$ cat src/rtl/servo_frame_scheduler.sv
// Four-channel hobby-servo frame scheduler sharing one pulse timer.
// Angles are double-buffered and swapped in only at the frame boundary.
module servo_frame_scheduler #(
    parameter int CLK_HZ    = 50_000_000,
    parameter int FRAME_US  = 20000,
    parameter int MIN_US    = 1000,
    parameter int ANGLE_MAX = 180
) (
    input  logic       CLK,
    input  logic       nRST,
    input  logic       enable,
    input  logic       wr_valid,
    input  logic [1:0] wr_ch,
    input  logic [7:0] wr_angle,
    output logic       wr_ready,
    output logic [3:0] servo_pwm,
    output logic [1:0] active_ch,
    output logic       frame_start,
    output logic       busy
);

    localparam int TICK_DIV   = CLK_HZ / 1_000_000;
    localparam int FRAME_CLKS = FRAME_US * TICK_DIV;
    localparam int K          = (1000 * 256) / ANGLE_MAX;
    localparam int DW         = (TICK_DIV > 1) ? $clog2(TICK_DIV) : 1;
    localparam int FW         = $clog2(FRAME_CLKS);

    typedef enum logic [1:0] {
        IDLE,
        COMMIT,
        PULSE,
        WAIT
    } state_t;

    state_t          state_q, state_d;
    logic [1:0]      ch_q, ch_d;
    logic [DW-1:0]   div_q, div_d;
    logic [15:0]     us_q, us_d;
    logic [FW-1:0]   frame_q, frame_d;
    logic [3:0][7:0] pend_q, pend_d;
    logic [3:0][7:0] act_q, act_d;

    logic [7:0]  wr_clamp;
    logic [18:0] prod;
    logic [15:0] width_us;
    logic        tick;
    logic        last_us;
    logic        last_frame;

    assign wr_clamp   = (wr_angle > 8'(ANGLE_MAX)) ? 8'(ANGLE_MAX) : wr_angle;
    assign prod       = 19'(act_q[ch_q]) * 19'(K);
    assign width_us   = 16'(MIN_US) + 16'(prod >> 8);
    assign tick       = (div_q == DW'(TICK_DIV - 1));
    assign last_us    = (us_q == width_us - 16'd1);
    assign last_frame = (frame_q == FW'(FRAME_CLKS - 2));

    // Angle buffers: writes land in pending, COMMIT copies pending to active.
    always_comb begin
        pend_d = pend_q;
        act_d  = act_q;
        if (wr_valid && wr_ready) begin
            pend_d[wr_ch] = wr_clamp;
        end
        if (state_q == COMMIT) begin
            act_d = pend_q;
        end
    end

    // Next-state logic: frame sequencing and the shared µs pulse timer.
    always_comb begin
        state_d = state_q;
        ch_d    = ch_q;
        div_d   = div_q;
        us_d    = us_q;
        frame_d = frame_q;
        unique case (state_q)
            IDLE: begin
                if (enable) begin
                    state_d = COMMIT;
                end
            end
            COMMIT: begin
                state_d = PULSE;
                ch_d    = 2'd0;
                div_d   = '0;
                us_d    = '0;
                frame_d = '0;
            end
            PULSE: begin
                frame_d = frame_q + FW'(1);
                if (tick) begin
                    div_d = '0;
                    if (last_us) begin
                        us_d = '0;
                        if (ch_q == 2'd3) begin
                            state_d = WAIT;
                        end else begin
                            ch_d = ch_q + 2'd1;
                        end
                    end else begin
                        us_d = us_q + 16'd1;
                    end
                end else begin
                    div_d = div_q + DW'(1);
                end
            end
            WAIT: begin
                frame_d = frame_q + FW'(1);
                if (last_frame) begin
                    state_d = enable ? COMMIT : IDLE;
                end
            end
            default: begin
                state_d = IDLE;
            end
        endcase
    end

    // State and buffer registers.
    always_ff @(posedge CLK or negedge nRST) begin
        if (!nRST) begin
            state_q <= IDLE;
            ch_q    <= 2'd0;
            div_q   <= '0;
            us_q    <= '0;
            frame_q <= '0;
            pend_q  <= {4{8'd90}};
            act_q   <= {4{8'd90}};
        end else begin
            state_q <= state_d;
            ch_q    <= ch_d;
            div_q   <= div_d;
            us_q    <= us_d;
            frame_q <= frame_d;
            pend_q  <= pend_d;
            act_q   <= act_d;
        end
    end

    // Outputs decoded from registered state only.
    always_comb begin
        servo_pwm   = '0;
        active_ch   = 2'd0;
        frame_start = (state_q == COMMIT);
        busy        = (state_q != IDLE);
        wr_ready    = (state_q != COMMIT);
        if (state_q == PULSE) begin
            servo_pwm[ch_q] = 1'b1;
            active_ch       = ch_q;
        end
    end

endmodule

$ cat config.mk
export PLATFORM = sky130hd
export DESIGN_NAME = servo_frame_scheduler
export DESIGN_NICKNAME = d
export VERILOG_FILES = /design/src/rtl/servo_frame_scheduler.sv
export SDC_FILE = /design/constraint.sdc
export NUM_CORES = 1
export LEC_CHECK = 0
export CORE_MARGIN = 8
export CORE_UTILIZATION = 45
export CTS_BUF_LIST = sky130_fd_sc_hd__clkbuf_8 sky130_fd_sc_hd__clkbuf_16
export DETAILED_ROUTE_END_ITERATION = 8
export PLACE_DENSITY = 0.64
export SYNTH_ARGS = -nofsm -noshare
export SYNTH_HDL_FRONTEND = slang
export SYNTH_SLANG_ARGS = --single-unit
$ cat constraint.sdc
create_clock -name CLK -period 9.65 [get_ports CLK]
set_input_delay 1.93 -clock CLK [delete_from_list [all_inputs] [get_ports CLK]]
set_output_delay 1.93 -clock CLK [all_outputs]
set_load 0.05 [all_outputs]
==> key figures, run 1 <==
Run status
  • Status: finished clean

Global routing
  • Gr ovfl total: 0
  • First-pass GRT wire length: 24800 um
  • Largest net degree at the start of global routing: just under 60
  • GRT Resource Usage Total: 15.1%
  • Vias in the first global route: 5115
  • Initial antenna violation count: 0

Timing
  • Final worst slack: 2.32 ns
  • Final Max Tran Viols: 0
  • Tmin final: 7.33 ns
  • Final worst path period share: about three quarters
  • Hold Vio Cnt, Final: 0
  • Final setup viols: 0
  • Setup TNS: 0 ns
  • Slew @ Worst Pin: 1.01 ns
  • Fin Clk Skew: 0.00716 ns
  • Max_slew headroom: 32.4%
  • Max Clock Freq: 136 MHz
  • RSZ-0062 raised after global routing: false

Worst setup path
  • CP Data Required Time: 9.84 ns
  • Worst setup SP type: flop
  • Worst-path cell chain: mux4_2, inv_1, fa_1, ha_1, inv_1, fa_1, inv_1, fa_1, ha_1, and3_1, a221o_1, o21ai_1, xnor2_1, nand3_1, and4_2, a2111oi_4, or2_2, nand3_2, a21oi_1, nor2_1
  • Critical path class: reg -> reg
  • Critical-path top delay cell: a21oi_1
  • Bufs and invs on worst path: 3
  • Worst setup EP type: flop
  • Peak fanout along the critical path: 13
  • CP peak stage delay: 0.82 ns
  • Crit path DAT: around 7.5 ns
  • CP top delay family: adder cells

Finish
  • Final nets: 808
  • Fin area: 7910 sq um
  • ANT cells: 0
  • Most frequent cells in the layout: dfrtp_1 (78), nand2_1 (70), inv_1 (61), ha_1 (61), nor2_1 (55)
  • Synth-to-layout area growth: 9.17%
  • Share of cells above drive strength 1: 16.5%
  • Most common cell after layout, fill and taps aside: dfrtp_1
  • Finished Layout Cells: 939

Clocking
  • Clock-pin slew on the worst setup and hold paths: roughly 0.07 ns
  • Post-CTS Hold Fix Bufs: 0
  • Clock sink total: 110
  • CTS tree: yes
  • Resize count post-CTS: 0
  • TritonCTS Buffers: 9
  • Worst-Skew Late Latency: around 0.35 ns
  • Clock Tree Buf Depth: 2
  • Root Driver: clkbuf_16
  • H-tree levels: 3
  • # Post-CTS Setup Buffers: 0

Floorplanning
  • Num rows: 46
  • Die Y: 143 um
  • Top Ports: 23
  • Initial core utilization: 45.8%
  • Die X: around 140 um
  • Die area: 20400 sq um
  • CORE AREA: around 16000 sq um

Synthesis
  • Gate count after technology mapping: 707
  • Synth cell types: 70
  • Post-synthesis sequential area ratio: between 30% and 40%
  • Mapped cell area: 7250 sq um
  • Syn Area/Cell: between 10 and 15 sq um
  • Syn_nets: roughly 800
  • EDFF count, synth: 0
  • Synth Register Bits: 110
  • Ys Warns: 0
  • Post-synth ARST share: 100%
  • Most common flop cell mapped by yosys: dfrtp_1

Worst hold path
  • Worst hold path class: reg -> reg

Place
  • HPWL after DPL: between 10000 and 15000 um
  • Input/output buffers: 22
  • Gp weighted congestion: 0.840
  • Placed cells: a little over 900
  • Pre-CTS setup slack: roughly 2.3 ns
  • Post-DP Area: 7620 sq um

Routing
  • WL/cell: between 15 and 20 um
  • DRC violations left: 0
  • Detail Route Antenna Nets: 0
  • DR vias/cell: about 5.4
  • Via Count: between 5000 and 6000
  • Pre-antenna DRT Iters: 4
  • Overall routed net length: 14700 um
  • Initial DRC count: 214

Flow run
  • # Max-Cap Violations: 0
-- state kept, by name, indices dropped and copies added, names as in the netlist --
name,cells
act_q,32
pend_q,32
frame_q,20
div_q,6
state_q,2
ch_q,2
us_q,16
-- synthesized netlist by cell type, drive strengths merged, types with 11 or more instances --
| master | count | area, sq um |
|---|---|---|
| nor3 | 11 | 66.3 |
| dfstp | 32 | 841 |
| xnor2 | 33 | 289 |
| dfrtp | 78 | 1950 |
| clkbuf | 16 | 80.1 |
| xor2 | 19 | 166 |
| nor2 | 55 | 206 |
| fa | 15 | 300 |
| o21ai | 48 | 240 |
| a21oi | 19 | 98.9 |
| mux2 | 35 | 394 |
| ha | 61 | 763 |
| inv | 59 | 221 |
| nand3 | 21 | 110 |
| nand4 | 13 | 81.3 |
| nand2 | 70 | 263 |
-- kinds of logic (layout without fill, tap and decap cells) --
logic type | after synthesis | after routing | share of synthesized area [%]
AOI/OAI and AO/OA | 113 | 113 | 10.5
xor gates and xnor gates | 55 | 55 | 7.25
adders and majority gates | 76 | 76 | 14.7
buffers and inverters | 84 | 100 | 4.99
DFF | 110 | 110 | 38.5
muxes | 48 | 48 | 8.79
and+or+nand+nor | 221 | 221 | 15.2
-- area by class of cell --
class / instances / area [sq um]
Clock buffer: 10 / 239
Clock inverter: 6 / 55.1
Fill cell: 1448 / 7920
Inverter: 59 / 221
Multi-Input combinational cell: 513 / 4090
Sequential cell: 110 / 2790
Tap cell: 216 / 270
Timing Repair Buffer: 25 / 240
-- stage by stage --
stage,util [%],hold WS [ns]
3_5_place_dp,48.1,0.468
5_1_grt,50.0,0.492
6_report,50.0,0.477
4_1_cts,50.0,0.481
3_3_place_gp,48.1,0.461
2_1_floorplan,-,0.440
-- final timing paths --
kind                                              from                       to  slack [ns]  depth (start not counted)
worst max-delay path               ch_q[0]$_DFFE_PN0P_      us_q[4]$_DFFE_PN0P_        2.32                         20
worst min-delay path            pend_q[20]$_DFFE_PN1P_   pend_q[20]$_DFFE_PN1P_        0.48                          2
worst max register to register     ch_q[0]$_DFFE_PN0P_      us_q[4]$_DFFE_PN0P_        2.32                         20
worst min register to register  pend_q[20]$_DFFE_PN1P_   pend_q[20]$_DFFE_PN1P_        0.48                          2
max in group asynchronous                         nRST    act_q[13]$_DFFE_PN0P_        6.88                          2
min in group asynchronous                         nRST  frame_q[17]$_DFFE_PN0N_        1.59                          1
-- per-layer routing --
| metal | GRT usage, % | share of wire, % | up-vias |
|---|---|---|---|
| met5 | 0 | 0 | - |
| met4 | 5.54 | 1.6 | 0 |
| met3 | 1.90 | 1.7 | 15 |
| met2 | 26.5 | 50 | 62 |
| met1 | 18.6 | 47 | 2496 |
| li1 | - | - | 2482 |
-- tightest hold or removal path: stages, from the launching register on --
cell and delay [ns]:
dfstp_2 0.37, nand2_1 0.04, o21ai_0 0.06
Power of run 1 is not shown: default switching activity piles up to over one toggle a cycle in this logic, so the estimate is an artifact.
==> run 2, diff against run 1 <==
Clock period 9.65 ns to 6.9 ns, I/O delays scaled along.
==> run 2 against run 1 <==
Via count increased by 1.1%. Die area is the same. Critical path depth up 2. Clock skew increased by 0.0012 ns. Final cell count up 0.96%. Non-clock buffer count rose by 9. Core utilization is 0.44 points higher. Maximum frequency increased by 11%. Global-route usage increased by 0.16 points. Critical path type unchanged. Largest cell class unchanged. Highest routed layer unchanged.
==> key figures, run 2 (same netlist as run 1, synthesis figures left out) <==
Global routing
  • GRT Resource Usage Total: 15.3% (was 15.1%)
  • Largest net degree at the start of global routing: 59 (unchanged)
  • Vias in the first global route: 5188 (was 5115)
  • Initial antenna violation count: 0 (unchanged)
  • Gr ovfl total: 0 (unchanged)
  • First-pass GRT wire length: 25000 um (was 24800 um)

Finish
  • Final nets: 817 (was 808)
  • Synth-to-layout area growth: 10.1% (was 9.17%)
  • ANT cells: 0 (unchanged)
  • Filler cell count: 1428 (was 1448)
  • Final core utilization: 50.4% (was 50.0%)
  • Register area: 2800 sq um (was 2790 sq um)
  • Share of cells above drive strength 1: 18.0% (was 16.5%)
  • Largest regs: act_q x32, pend_q x32, frame_q x20 (unchanged)
  • Multi-input gate area: 4100 sq um (was 4090 sq um)
  • Most frequent cells in the layout: dfrtp_1 (76), nand2_1 (70), ha_1 (61) (was dfrtp_1 (78), nand2_1 (70), inv_1 (61), ha_1 (61), nor2_1 (55))
  • Finished Layout Cells: 948 (was 939)
  • Most common cell after layout, fill and taps aside: dfrtp_1 (unchanged)

Worst setup path
  • Worst-path cell chain: mux4_2, inv_1, fa_1, ha_1, inv_1, fa_1, inv_1, fa_1, ha_1, and3_1, a21o_1, o211ai_1, ha_1, nand2_1, mux2i_2, nor3b_1, or4_1, a21boi_1, o2111ai_1, o22ai_1, a21boi_1, mux2_2 (was mux4_2, inv_1, fa_1, ha_1, inv_1, fa_1, inv_1, fa_1, ha_1, and3_1, a221o_1, o21ai_1, xnor2_1, nand3_1, and4_2, a2111oi_4, or2_2, nand3_2, a21oi_1, nor2_1)
  • Worst setup SP type: flop (unchanged)
  • CP top delay family: adder cells (unchanged)
  • CP Data Required Time: 7.14 ns (was 9.84 ns)
  • R2r endpoint: state_q[1]$_DFFE_PN0P_ (was us_q[4]$_DFFE_PN0P_)
  • Bufs and invs on worst path: 3 (unchanged)
  • Worst setup EP type: flop (unchanged)
  • Worst reg-to-reg setup slack: 0.31 ns (was 2.32 ns)
  • Crit path DAT: 6.82 ns (was 7.52 ns)
  • Reg2Reg Depth: 22 (was 20)
  • Peak fanout along the critical path: 5 (was 13)
  • Critical-path top delay cell: mux4_2 (was a21oi_1)
  • Worst r2r src: ch_q[0]$_DFFE_PN0P_ (unchanged)
  • Critical path class: reg -> reg (unchanged)
  • CP peak stage delay: 0.58 ns (was 0.82 ns)

Clocking
  • Clock Tree Buf Depth: 2 (unchanged)
  • Clock sink total: 110 (unchanged)
  • Root Driver: clkbuf_16 (unchanged)
  • Clock-pin slew on the worst setup and hold paths: 0.07 ns (about the same)
  • CTS tree: yes (unchanged)
  • TritonCTS Buffers: 9 (unchanged)
  • Post-CTS Hold Fix Bufs: 0 (unchanged)
  • H-tree levels: 3 (unchanged)
  • Worst-Skew Late Latency: 0.35 ns (about the same)

Floorplanning
  • Die area: 20400 sq um (unchanged)
  • CORE AREA: 15800 sq um (unchanged)
  • Initial core utilization: 45.8% (unchanged)
  • Num rows: 46 (unchanged)
  • Die X: 143 um (unchanged)
  • Top Ports: 23 (unchanged)
  • Die Y: 143 um (unchanged)

Routing
  • Via Count: 5109 (was 5055)
  • Detail Route Antenna Nets: 0 (unchanged)
  • WL/cell: 15.7 um (was 15.6 um)
  • Initial DRC count: 216 (was 214)
  • DR vias/cell: 5.39 (was 5.38)
  • Overall routed net length: 14900 um (was 14700 um)
  • Pre-antenna DRT Iters: 5 (was 4)
  • DRC violations left: 0 (unchanged)

Timing
  • Tmin final: 6.59 ns (was 7.33 ns)
  • Fin Clk Skew: 0.00834 ns (was 0.00716 ns)
  • Final setup viols: 0 (unchanged)
  • Max_slew headroom: 51.0% (was 32.4%)
  • Max Clock Freq: 152 MHz (was 136 MHz)
  • Slew @ Worst Pin: 0.736 ns (was 1.01 ns)
  • Final worst slack: 0.311 ns (was 2.32 ns)
  • Final Max Tran Viols: 0 (unchanged)
  • Hold Vio Cnt, Final: 0 (unchanged)
  • Setup TNS: 0 ns (unchanged)
  • Final worst path period share: 95.5% (was 75.9%)
  • RSZ-0062 raised after global routing: false (unchanged)

Run status
  • Status: finished clean (unchanged)

Worst hold path
  • Hold Path End: pend_q[3]$_DFFE_PN1P_ (was pend_q[20]$_DFFE_PN1P_)
  • Hold path cells: 2 (unchanged)
  • Hold wc startpoint: pend_q[3]$_DFFE_PN1P_ (was pend_q[20]$_DFFE_PN1P_)
  • Worst hold path class: reg -> reg (unchanged)

Flow run
  • # Max-Cap Violations: 0 (unchanged)

Place
  • HPWL after DPL: 11200 um (about the same)
  • Pre-CTS setup slack: 0.0767 ns (was 2.30 ns)
  • Placed cells: 930 (was 923)
  • Gp weighted congestion: 0.848 (was 0.840)
  • Input/output buffers: 22 (unchanged)
[run 2: what timing repair did]
item	CTS	global route
buffers inserted	0	2
resized for setup	0	4
setup endpoints to repair	0	17
[run 2: final cells by class]
type                    instances  area share [%]
multi-input cells             513            51.3
flip-flops and latches        110            35.0
repair buffers                 34            3.86
well taps                     216            3.39
clock buffers                   9            2.82
inverters                      59            2.78
clock inverters                 7           0.815
[run 2: per-layer routing]
layer / GRT usage, % / part of all wire, % / wire length (um)
met2: 24.7 / 48 / 7180
met4: 6.71 / 2.3 / 345
met3: 2.30 / 2.8 / 420
met1: 19.8 / 47 / 6920
met5: 0 / 0 / 0
[run 2: worst max path at each step]
stage | start | end | slack, ns | depth (start not counted)
4_1_cts | ch_q[0]$_DFFE_PN0P_ | state_q[1]$_DFFE_PN0P_ | 0.008 | 22
3_5_place_dp | ch_q[0]$_DFFE_PN0P_ | state_q[1]$_DFFE_PN0P_ | 0.08 | 22
6_report | ch_q[0]$_DFFE_PN0P_ | state_q[1]$_DFFE_PN0P_ | 0.31 | 22
3_3_place_gp | ch_q[0]$_DFFE_PN0P_ | state_q[1]$_DFFE_PN0P_ | 0.32 | 22
5_1_grt | ch_q[0]$_DFFE_PN0P_ | state_q[1]$_DFFE_PN0P_ | 0.03 | 22
2_1_floorplan | ch_q[0]$_DFFE_PN0P_ | state_q[1]$_DFFE_PN0P_ | 0.66 | 24
[run 2: tightest hold or removal path, cell delays in order (launching register included)]
cell and delay, ns:
dfstp_2 0.37, nand2_1 0.04, o21ai_0 0.06
[run 2: metrics by stage]
step,hold slack [ns],instance area [sq um]
2_1_floorplan,0.440,7250
3_3_place_gp,0.457,7670
3_5_place_dp,0.467,7670
4_1_cts,0.482,7960
5_1_grt,0.489,7980
6_report,0.479,7980
Power of run 2 is left out for the same reason.
==> run 3, diff against run 2 <==
Settings changed: CORE_UTILIZATION 45 to 60, PLACE_DENSITY 0.64 to 0.81.
==> run 3 against run 2 <==
Worst setup slack better by 0.024 ns. Global-route usage is 4.1 points higher. Via count up 2.0%. Final cell count is 7.9% lower. Core utilization rose by 16 points. Critical path depth is the same. Register-to-register slack improved by 0.02 ns. Die area fell by 22%. Critical path type unchanged.
==> key figures, run 3 (same netlist as run 1, synthesis figures left out) <==
Run status
  • Status: finished clean (unchanged)

Global routing
  • Largest net degree at the start of global routing: 70 (was 59)
  • Initial antenna violation count: 0 (unchanged)
  • First-pass GRT wire length: 25400 um (was 25000 um)
  • GRT Resource Usage Total: 19.4% (was 15.3%)
  • Vias in the first global route: 5371 (was 5188)
  • Gr ovfl total: 0 (unchanged)

Clocking
  • Post-CTS Hold Fix Bufs: 0 (unchanged)
  • Clock Tree Buf Depth: 2 (unchanged)
  • Clock sink total: 110 (unchanged)
  • H-tree levels: 3 (unchanged)
  • Root Driver: clkbuf_16 (unchanged)
  • Worst-Skew Late Latency: 0.34 ns (was 0.35 ns)
  • Clock-pin slew on the worst setup and hold paths: 0.07 ns (about the same)
  • TritonCTS Buffers: 9 (unchanged)
  • CTS tree: yes (unchanged)

Timing
  • Max_slew headroom: 44.4% (was 51.0%)
  • Slew @ Worst Pin: 0.834 ns (was 0.736 ns)
  • Final worst path period share: 95.1% (was 95.5%)
  • Fin Clk Skew: 0.00917 ns (was 0.00834 ns)
  • Hold Vio Cnt, Final: 0 (unchanged)
  • Max Clock Freq: 152 MHz (about the same)
  • Setup TNS: 0 ns (unchanged)
  • Tmin final: 6.56 ns (was 6.59 ns)
  • RSZ-0062 raised after global routing: false (unchanged)
  • Final setup viols: 0 (unchanged)
  • Final Max Tran Viols: 0 (unchanged)

Place
  • HPWL after DPL: 11200 um (about the same)
  • Input/output buffers: 22 (unchanged)
  • Gp weighted congestion: 0.899 (was 0.848)

Floorplanning
  • Top Ports: 23 (unchanged)
  • Die Y: 126 um (was 143 um)
  • CORE AREA: 11900 sq um (was 15800 sq um)
  • Num rows: 40 (was 46)
  • Die area: 15800 sq um (was 20400 sq um)
  • Die X: 126 um (was 143 um)
  • Initial core utilization: 60.8% (was 45.8%)

Routing
  • Detail Route Antenna Nets: 0 (unchanged)
  • Pre-antenna DRT Iters: 5 (unchanged)
  • Overall routed net length: 15100 um (was 14900 um)
  • WL/cell: 17.3 um (was 15.7 um)
  • DRC violations left: 0 (unchanged)
  • Via Count: 5213 (was 5109)
  • Initial DRC count: 340 (was 216)
  • DR vias/cell: 5.97 (was 5.39)

Finish
  • Filler cell count: 935 (was 1428)
  • ANT cells: 0 (unchanged)
  • Largest regs: act_q x32, pend_q x32, frame_q x20 (unchanged)
  • Most common cell after layout, fill and taps aside: dfrtp_1 (unchanged)
  • Final nets: 811 (was 817)
  • Most frequent cells in the layout: dfrtp_1 (77), nand2_1 (70), ha_1 (61) (was dfrtp_1 (76), nand2_1 (70), ha_1 (61))
  • Synth-to-layout area growth: 9.00% (was 10.1%)
  • Share of cells above drive strength 1: 17.8% (was 18.0%)

Worst hold path
  • Worst hold path class: reg -> reg (unchanged)

Worst setup path
  • Worst setup SP type: flop (unchanged)
  • Worst setup EP type: flop (unchanged)
  • Critical path class: reg -> reg (unchanged)
  • Peak fanout along the critical path: 10 (was 5)
  • Crit path DAT: 6.82 ns (about the same)
  • CP Data Required Time: 7.16 ns (was 7.14 ns)

Flow run
  • # Max-Cap Violations: 0 (unchanged)
[run 3: cell count changes in the layout (fill, tap and decap cells not counted), moves of 2 or more]
cell       previous run  this run
buf_4                13         7
clkbuf_16             9        11
clkinv_2              3         1
xnor2_1              33        31
xnor2_2               0         2
[run 3: metal layers]
| layer | vias to the layer above | part of all wire [%] | routed length [um] | track usage [%] |
|---|---|---|---|---|
| met1 | 2600 | 43 | 6480 | 23.3 |
| met5 | - | 0 | 0 | 0 |
| li1 | 2477 | - | - | - |
| met3 | 25 | 3.0 | 458 | 3.04 |
| met2 | 111 | 53 | 7980 | 34.9 |
| met4 | 0 | 1.5 | 221 | 5.94 |
[run 3: worst paths after layout]
path                                              from  slack (ns)                     end  cells past startpoint
min in group asynchronous                         nRST        1.01    us_q[15]$_DFFE_PN0P_                      1
worst max register to register     ch_q[0]$_DFFE_PN0P_        0.34     ch_q[1]$_DFFE_PN0P_                     22
worst max-delay path               ch_q[0]$_DFFE_PN0P_        0.34     ch_q[1]$_DFFE_PN0P_                     22
worst min register to register  pend_q[28]$_DFFE_PN1P_        0.48  pend_q[28]$_DFFE_PN1P_                      2
worst min-delay path            pend_q[28]$_DFFE_PN1P_        0.48  pend_q[28]$_DFFE_PN1P_                      2
max in group asynchronous                         nRST        4.61     ch_q[0]$_DFFE_PN0P_                      2
[run 3: timing repair]
action | in CTS | in global routing
buffers inserted | 0 | 0
endpoints found under the setup margin | 0 | 17
resized for setup | 0 | 7
[run 3: worst max-delay path, cell delays in order (launching register included)]
cell      delay, ns
dfrtp_2        0.48
mux4_2         0.59
inv_1          0.17
fa_1           0.44
ha_1           0.30
inv_1          0.05
fa_1           0.53
inv_1          0.05
fa_1           0.47
ha_1           0.42
and3_1         0.27
a21o_1         0.19
o211ai_1       0.23
ha_1           0.26
nand2_1        0.08
mux2i_2        0.28
nor3b_1        0.13
or4_1          0.41
a21boi_1       0.18
o21a_1         0.17
nand3_2        0.12
or4_4          0.50
o22ai_1        0.16
[run 3: cell type report]
cell class	count	area, sq um	area share, %
multi-input cells	513	4120	52.2
flip-flops and latches	110	2790	35.4
clock buffers	11	275	3.49
repair buffers	28	263	3.33
inverters	59	221	2.80
well taps	147	184	2.33
clock inverters	5	37.5	0.475
[run 3: through the flow]
stage,hold slack (ns),instance area [sq um],cells,utilization (%),setup WS [ns]
finish,0.483,7900,873,66.3,0.336
global route,0.505,7900,873,66.3,0.0302
CTS,0.486,7870,873,66.0,0.120
detailed placement,0.470,7550,857,63.4,0.127
global placement,0.456,7550,857,63.4,0.324
floorplan,0.440,7250,707,-,0.657
Power of run 3 is left out for the same reason.
